**src/rtl/keypad_scanner.sv**
```systemverilog
// 4x4 keypad scanner: rotates an active-low column drive, debounces presses and
// releases, and hands one code per keypress to a single-entry holding register.
module keypad_scanner #(
    parameter int unsigned SCAN_DIV        = 100000,
    parameter int unsigned DEBOUNCE_CYCLES = 2000000
) (
    input  logic       clk,
    input  logic       reset,
    output logic [3:0] col,
    input  logic [3:0] row,
    output logic [7:0] key_data,
    output logic       key_present,
    output logic       key_overflow,
    input  logic       key_ack
);

    // state    | meaning
    // SCAN     | dwell on each column, look for a pressed row at terminal count
    // DEBOUNCE | captured pattern must stay stable DEBOUNCE_CYCLES clocks
    // HELD     | key accepted and pushed once, column frozen until release
    // RELEASE  | rows must read all-clear DEBOUNCE_CYCLES clocks before rescanning
    typedef enum logic [1:0] {
        S_SCAN     = 2'd0,
        S_DEBOUNCE = 2'd1,
        S_HELD     = 2'd2,
        S_RELEASE  = 2'd3
    } state_t;

    localparam logic [23:0] DWELL_TC = 24'(SCAN_DIV - 1);
    localparam logic [23:0] DEB_TC   = 24'(DEBOUNCE_CYCLES - 1);

    state_t      r_state;
    state_t      w_next;
    logic [3:0]  r_row_meta;
    logic [3:0]  r_row_s;
    logic [23:0] r_cnt;
    logic [1:0]  r_col_idx;
    logic [3:0]  r_pattern;
    logic [3:0]  r_code;
    logic [3:0]  r_key;
    logic        r_present;
    logic        r_overflow;

    logic        w_idle;
    logic        w_match;
    logic        w_dwell_tc;
    logic        w_deb_tc;
    logic [1:0]  w_row_idx;
    logic        w_cnt_clr;
    logic        w_cnt_inc;
    logic        w_rotate;
    logic        w_capture;
    logic        w_push;

    assign w_idle     = (r_row_s == 4'hF);
    assign w_match    = (r_row_s == r_pattern);
    assign w_dwell_tc = (r_cnt == DWELL_TC);
    assign w_deb_tc   = (r_cnt == DEB_TC);

    // Lowest-numbered low row wins when several keys share the column.
    always_comb begin
        w_row_idx = 2'd3;
        if (!r_row_s[0])      w_row_idx = 2'd0;
        else if (!r_row_s[1]) w_row_idx = 2'd1;
        else if (!r_row_s[2]) w_row_idx = 2'd2;
    end

    always_ff @(posedge clk or negedge reset) begin
        if (!reset) r_state <= S_SCAN;
        else        r_state <= w_next;
    end

    always_comb begin
        w_next = r_state;
        case (r_state)
            S_SCAN:     if (w_dwell_tc && !w_idle) w_next = S_DEBOUNCE;
            S_DEBOUNCE: if (!w_match)              w_next = S_SCAN;
                        else if (w_deb_tc)         w_next = S_HELD;
            S_HELD:     if (w_idle)                w_next = S_RELEASE;
            S_RELEASE:  if (!w_idle)               w_next = S_HELD;
                        else if (w_deb_tc)         w_next = S_SCAN;
            default:                               w_next = S_SCAN;
        endcase
    end

    always_comb begin
        w_cnt_clr = 1'b0;
        w_cnt_inc = 1'b0;
        w_rotate  = 1'b0;
        w_capture = 1'b0;
        w_push    = 1'b0;
        case (r_state)
            S_SCAN: begin
                if (w_dwell_tc) begin
                    w_cnt_clr = 1'b1;
                    w_rotate  = w_idle;
                    w_capture = !w_idle;
                end else begin
                    w_cnt_inc = 1'b1;
                end
            end
            S_DEBOUNCE: begin
                if (!w_match || w_deb_tc) w_cnt_clr = 1'b1;
                else                      w_cnt_inc = 1'b1;
                w_push = w_match && w_deb_tc;
            end
            S_HELD: w_cnt_clr = 1'b1;
            S_RELEASE: begin
                if (!w_idle || w_deb_tc) w_cnt_clr = 1'b1;
                else                     w_cnt_inc = 1'b1;
                w_rotate = w_idle && w_deb_tc;
            end
            default: w_cnt_clr = 1'b1;
        endcase
    end

    always_ff @(posedge clk or negedge reset) begin
        if (!reset) begin
            r_row_meta <= 4'hF;
            r_row_s    <= 4'hF;
            r_cnt      <= '0;
            r_col_idx  <= 2'd0;
            r_pattern  <= 4'hF;
            r_code     <= 4'h0;
        end else begin
            r_row_meta <= row;
            r_row_s    <= r_row_meta;
            if (w_cnt_clr)      r_cnt <= '0;
            else if (w_cnt_inc) r_cnt <= r_cnt + 24'd1;
            if (w_rotate) r_col_idx <= r_col_idx + 2'd1;
            if (w_capture) begin
                r_pattern <= r_row_s;
                r_code    <= {r_col_idx, w_row_idx};
            end
        end
    end

    // Single-entry holding register; an ack coinciding with a push replaces the entry.
    always_ff @(posedge clk or negedge reset) begin
        if (!reset) begin
            r_key      <= 4'h0;
            r_present  <= 1'b0;
            r_overflow <= 1'b0;
        end else if (w_push) begin
            if (!r_present || key_ack) begin
                r_key     <= r_code;
                r_present <= 1'b1;
            end else begin
                r_overflow <= 1'b1;
            end
        end else if (key_ack && r_present) begin
            r_present  <= 1'b0;
            r_overflow <= 1'b0;
        end
    end

    assign col          = ~(4'b0001 << r_col_idx);
    assign key_data     = {4'b0000, r_key};
    assign key_present  = r_present;
    assign key_overflow = r_overflow;

endmodule

```
**config.mk**
```make
export PLATFORM = sky130hd
export DESIGN_NAME = keypad_scanner
export DESIGN_NICKNAME = d
export VERILOG_FILES = /design/src/rtl/keypad_scanner.sv
export SDC_FILE = /design/constraint.sdc
export NUM_CORES = 1
export LEC_CHECK = 0
export CAP_MARGIN = 15
export CORE_MARGIN = 2
export CORE_UTILIZATION = 56
export DETAILED_ROUTE_END_ITERATION = 7
export PLACE_DENSITY = 0.83
export SETUP_SLACK_MARGIN = 0.4
export SYNTH_ARGS = -nofsm -noshare
export SYNTH_HDL_FRONTEND = slang
export SYNTH_SLANG_ARGS = --single-unit
```
**constraint.sdc**
```tcl
create_clock -name clk -period 3.4 [get_ports clk]
set_clock_uncertainty 0.1 [all_clocks]
set_input_delay 0.68 -clock clk [delete_from_list [all_inputs] [get_ports clk]]
set_output_delay 0.68 -clock clk [all_outputs]
set_load 0.05 [all_outputs]
```
After elaboration in Yosys (flattened, before gate mapping)
Cells that the tools add are included.
{"block": "word_totals", "latch_bits": 0, "ram_bits": 0, "in_bits": 7, "output_inout_bits": 14, "mem_count": 0, "rom_bits": 0, "regBits": 50}
{"block": "op_classes", "n_bitwise": 1, "n_shift": 1, "order_cmp": 0, "n_eq_ne": 13, "n_mul": 0, "add_sub_neg": 2, "div_mod_pow": 0, "muxes": 30, "reduce_logical": 17}
{"cell": "$mux W24", "count": 2}
{"cell": "$add A24 B1 Y24 const B", "count": 1}
{"cell": "$eq A24 B17 Y1 const B", "count": 1}
{"cell": "$eq A24 B21 Y1 const B", "count": 1}
{"cell": "$mux W1", "count": 16}
{"cell": "$mux W2", "count": 8}
{"cell": "$pmux W2 S4", "count": 1}
{"cell": "$ne A2 B2 Y1 const B", "count": 3}
{"cell": "$ne A3 B3 Y1 const B", "count": 2}
{"cell": "$reduce_and A2 Y1", "count": 3}
{"cell": "$eq A2 B2 Y1 const B", "count": 2}
{"cell": "$eq A4 B4 Y1", "count": 1}
{"cell": "$eq A4 B4 Y1 const B", "count": 1}
{"cell": "$logic_and A1 B1 Y1", "count": 4}
{"cell": "$not A4 Y4", "count": 1}
{"cell": "$pmux W1 S4", "count": 1}
{"cell": "$reduce_and A4 Y1", "count": 1}
{"cell": "$reduce_bool A2 Y1", "count": 2}
{"cell": "$shl A1 B2 Y4 const A", "count": 1}
{"cell": "$logic_not A1 Y1", "count": 3}
{"cell": "$logic_or A1 B1 Y1", "count": 3}
{"cell": "$pmux W1 S3", "count": 1}
{"cell": "$add A2 B1 Y2 const B", "count": 1}
{"cell": "$eq A2 B1 Y1 const B", "count": 1}
{"cell": "3 further kinds", "count": 3}

Depth between registers and ports, before layout
{"block": "depth", "ltp_word": 7, "ltp_mapped": 8, "ltp_nobuf": 8}

Worst setup path after synthesis
No wires, ideal clock.
{"block": "synth_path", "path_type": "flip-flop to flip-flop", "startpoint": "register r_cnt[0]", "endpoint": "register r_code[2]", "path_slack_ps": 1049, "stages_incl_launch_ff": 8, "arrival_time_ps": 2126, "t_required_ps": 3175, "period_less_slack_ps": 2351, "path_cell_list": "dfrtp_1 > ha_1 > nor4b_4 > nand4b_2 > or3_1 > buf_2 > nor2_2 > mux2_2"}
{"block": "synth_via", "elab_chain_len": 3}
{"element": "start: declaration", "line_no": "36", "text": "logic [23:0] r_cnt;"}
{"element": "start signal: assignment", "line_no": "129", "text": "else if (w_cnt_inc) r_cnt <= r_cnt + 24'd1;"}
{"element": "$eq A24 B17 Y1", "line_no": "57", "text": "assign w_dwell_tc = (r_cnt == DWELL_TC);"}
{"element": "$mux W1", "line_no": "94", "text": "if (w_dwell_tc) begin"}
{"element": "$mux W1", "line_no": "92", "text": "case (r_state)"}
{"element": "end signal: assignment", "line_no": "133", "text": "r_code <= {r_col_idx, w_row_idx};"}
{"element": "end: declaration", "line_no": "39", "text": "logic [3:0] r_code;"}
Every way passes these cells.
A chain may end at the register's enable or synchronous reset.

Worst setup path after layout
{"block": "layout_path", "startpoint": "register r_cnt[0]", "endpoint": "register r_state[1]"}
{"block": "layout_via", "elab_chain_len": 4, "word_cells_on_any_way": 7}
{"element": "$eq A24 B17 Y1", "line_no": "57"}
{"element": "$logic_and A1 B1 Y1", "line_no": "76", "text": "S_SCAN: if (w_dwell_tc && !w_idle) w_next = S_DEBOUNCE;"}
{"element": "$ne A2 B2 Y1 (no line)"}
{"element": "$reduce_and A4 Y1 (no line) (*)"}
{"element": "end signal: assignment", "line_no": "70", "text": "else r_state <= w_next;"}
{"element": "end: declaration", "line_no": "32", "text": "state_t r_state;"}
Mark *: on every way between the ends. The rest lies on a longest branch, timed or not.

==> out/results.ini <==
[logic_synthesis]
synth-async-reset-ratio = 1.00
avgSynthCellArea_um2 = 10.0
synth_ff_type = dfrtp_1
synth_area_um2 = 2700
synth_seq_area_share = 0.469
syn_inst = 269
synth_seq_cells = 50
ys_warn_count = 0
synth_cell_type_count = 55
synth-edff-count = 0

[power_and_ir_drop]
p_per_area_nw_per_um2 = 342
peakVddDrop_mv = 0.246
leakage_uw = 0.00122

[cts]
cts_tree = yes
clk_latency_ns = 0.30
cts.clk_slew.worst_paths_ns = 0.09
root_buffer = clkbuf_8
cts.sinks = 50
htreeDepth = 2
cts_setup_buffers = 0
cts_buffers = 5
clock_path_buffers = 2

[worst_setup_path]
r2r_slack_ns = 0.62
max_stage_delay_ns = 0.57
worstPathBufferInverterCount = 0
crit-reg2reg-launch = r_cnt[0]
crit_type = reg2reg
rr_worst_depth = 7
r2r-end = r_state[1]
startpoint = r_cnt[0]
crit_fanout = 18
cp-end-kind = flop
critPathTopFamily = compound AO/OA/AOI/OAI gates
cp_slowest_cell = o21a_1
path_cells = ha_1 -> nor4b_4 -> nand4b_2 -> o21ai_0 -> o21a_1 -> a31oi_1 -> a31o_2
critPathLaunchType = flop
crit_required_ns = 3.50
cp.arrival_ns = 2.88

[finish]
nFillCells = 365
mostFrequentLayoutCell = dfrtp_1
layout.cells.non_filler = 341
final_cell_mix = 38 x dfrtp_1, 24 x a21oi_1, 20 x nand2_1
area_delta_synth_final_pct = 10.9
nets = 302
drive_gt1_frac = 0.150
diodes = 0

[die]
die_w_um = 73.5
core_um2 = 4690
ios = 21
fp-row-count = 25
dieArea_um2 = 5400
start_util = 0.576
die_y_um = 73.5

[worst_hold_path]
hold_path_class = reg2reg
whs_endpoint = r_row_s[3]
min_from = r_row_meta[3]
whs_path_depth = 0

[sta]
period_needed_ns = 2.78
setup_viol = 0
worst_pin_slew_ns = 1.01
max_freq_mhz = 360
rsz0062_at_grt = false
setup_slack_ns = 0.625
slew_violations = 0
hold_viol_final = 0
fin_setup_tns_ns = 0
fin_crit_sh = 0.816
max_slew_margin = 0.328

[global_route]
grt_pass1_vias = 1902
grt_use_total = 0.210
antenna_found_initial = 0
grt_max_degree = 47
grt_pass1_wl_mm = 8.87
grt-ovfl-total = 0

[run_status]
status = finished, final reports clean

[route]
drtAntennaViolNets = 0
first_iter_violations = 242
routedWlPerCell_um = 15.2
drc = 0
drt_wl_total_mm = 5.19
vias_per_cell = 6.29
vias = 2146
drt-pass1-iter-count = 4

[placement]
gp_congestion = 0.808
hpwlAfterDp_mm = 3.68
port_buffers = 16
dpl.cell_count = 333
detailedPlace.worstSlack_ns = 0.563

[flow_run]
maxCapViolations = 0

power by group:
| group | switching, µW | total, µW | leakage [µW] | internal, µW |
|---|---|---|---|---|
| combinational | 26.2 | 35.0 | 0.000529 | 8.78 |
| clock | 193 | 383 | 0.0000539 | 191 |
| sequential | 3.39 | 607 | 0.000637 | 603 |
| total | 222 | 1020 | 0.00122 | 803 |
area by class of cell:
class                   instances  area (µm²)  share of cell area
multi-input cells             194        1320               0.441
flip-flops and latches         50        1270               0.422
repair buffers                 19         178              0.0593
clock buffers                   7        97.6              0.0326
well taps                      54        67.6              0.0225
inverters                      16        60.1              0.0200
clock inverters                 1        6.26             0.00209
repair_timing:
item	CTS	global route
hold buffers	0	0
resized for setup	0	2
setup endpoints to repair	0	14
hold endpoints to repair	0	0
synth_stat cells (5+ instances only):
master,n,share of area
a21oi_1,24,0.044
or3_1,10,0.023
dfstp_2,12,0.12
or4_1,10,0.028
nand3_1,13,0.024
buf_2,5,0.0093
nor2_1,7,0.0097
nand2_1,20,0.028
and3_1,6,0.014
ha_1,9,0.042
dfrtp_1,38,0.35
o21ai_0,20,0.037
inv_1,16,0.022
o31ai_1,10,0.028
mux2_2,8,0.033
worst register-to-register path, delay by kind of cell (launching register included):
| family | cells | cell delay [ns] |
|---|---|---|
| AO/OA/AOI/OAI | 4 | 1.34 |
| adder cells (fa/ha/maj) | 1 | 0.33 |
| AND/OR/NAND/NOR | 2 | 0.50 |
| flip-flops | 1 | 0.40 |
routing by layer:
| metal | global-route usage | share of wire |
|---|---|---|
| met2 | 0.328 | 0.47 |
| met1 | 0.295 | 0.46 |
| met5 | 0 | 0 |
| met3 | 0.0453 | 0.055 |
| met4 | 0.0646 | 0.020 |
metrics by stage:
stage | power (µW) | instance area [µm²] | util | hold WS, ns
after detailed placement | 654 | 2890 | 0.617 | 0.247
after global placement | 653 | 2890 | 0.617 | 0.245
after global routing | 1070 | 3000 | 0.639 | 0.264
final | 1020 | 3000 | 0.639 | 0.259
after CTS | 1040 | 3000 | 0.639 | 0.260
after floorplan | 637 | 2710 | - | 0.245
how the worst max path moves through the flow:
stage | end | depth (start not counted)
floorplan | r_code[2] | 7
global placement | r_cnt[13] | 8
detailed placement | r_cnt[13] | 8
CTS | r_cnt[13] | 8
global route | r_state[1] | 7
finish | r_state[1] | 7
cell families after synthesis:
kind of cell,after synthesis,share of synthesized area
and+or+nand+nor,91,0.207
AOI/OAI and AO/OA,74,0.173
DFF,50,0.469
buffers and inverters,28,0.0468
muxes,10,0.0426
adders and majority gates,9,0.0417
xor gates and xnor gates,6,0.0194
other,1,0.00139
flip-flops by register name, summed over array words and instances, names as in the netlist:
| name | count |
|---|---|
| r_pattern | 4 |
| r_col_idx | 2 |
| r_cnt | 24 |
| r_row_meta | 4 |
| r_key | 4 |
| key_present | 1 |
| r_state | 2 |
| key_overflow | 1 |
| r_code | 4 |
| r_row_s | 4 |
Note: power is estimated with default switching activity, not from simulation.
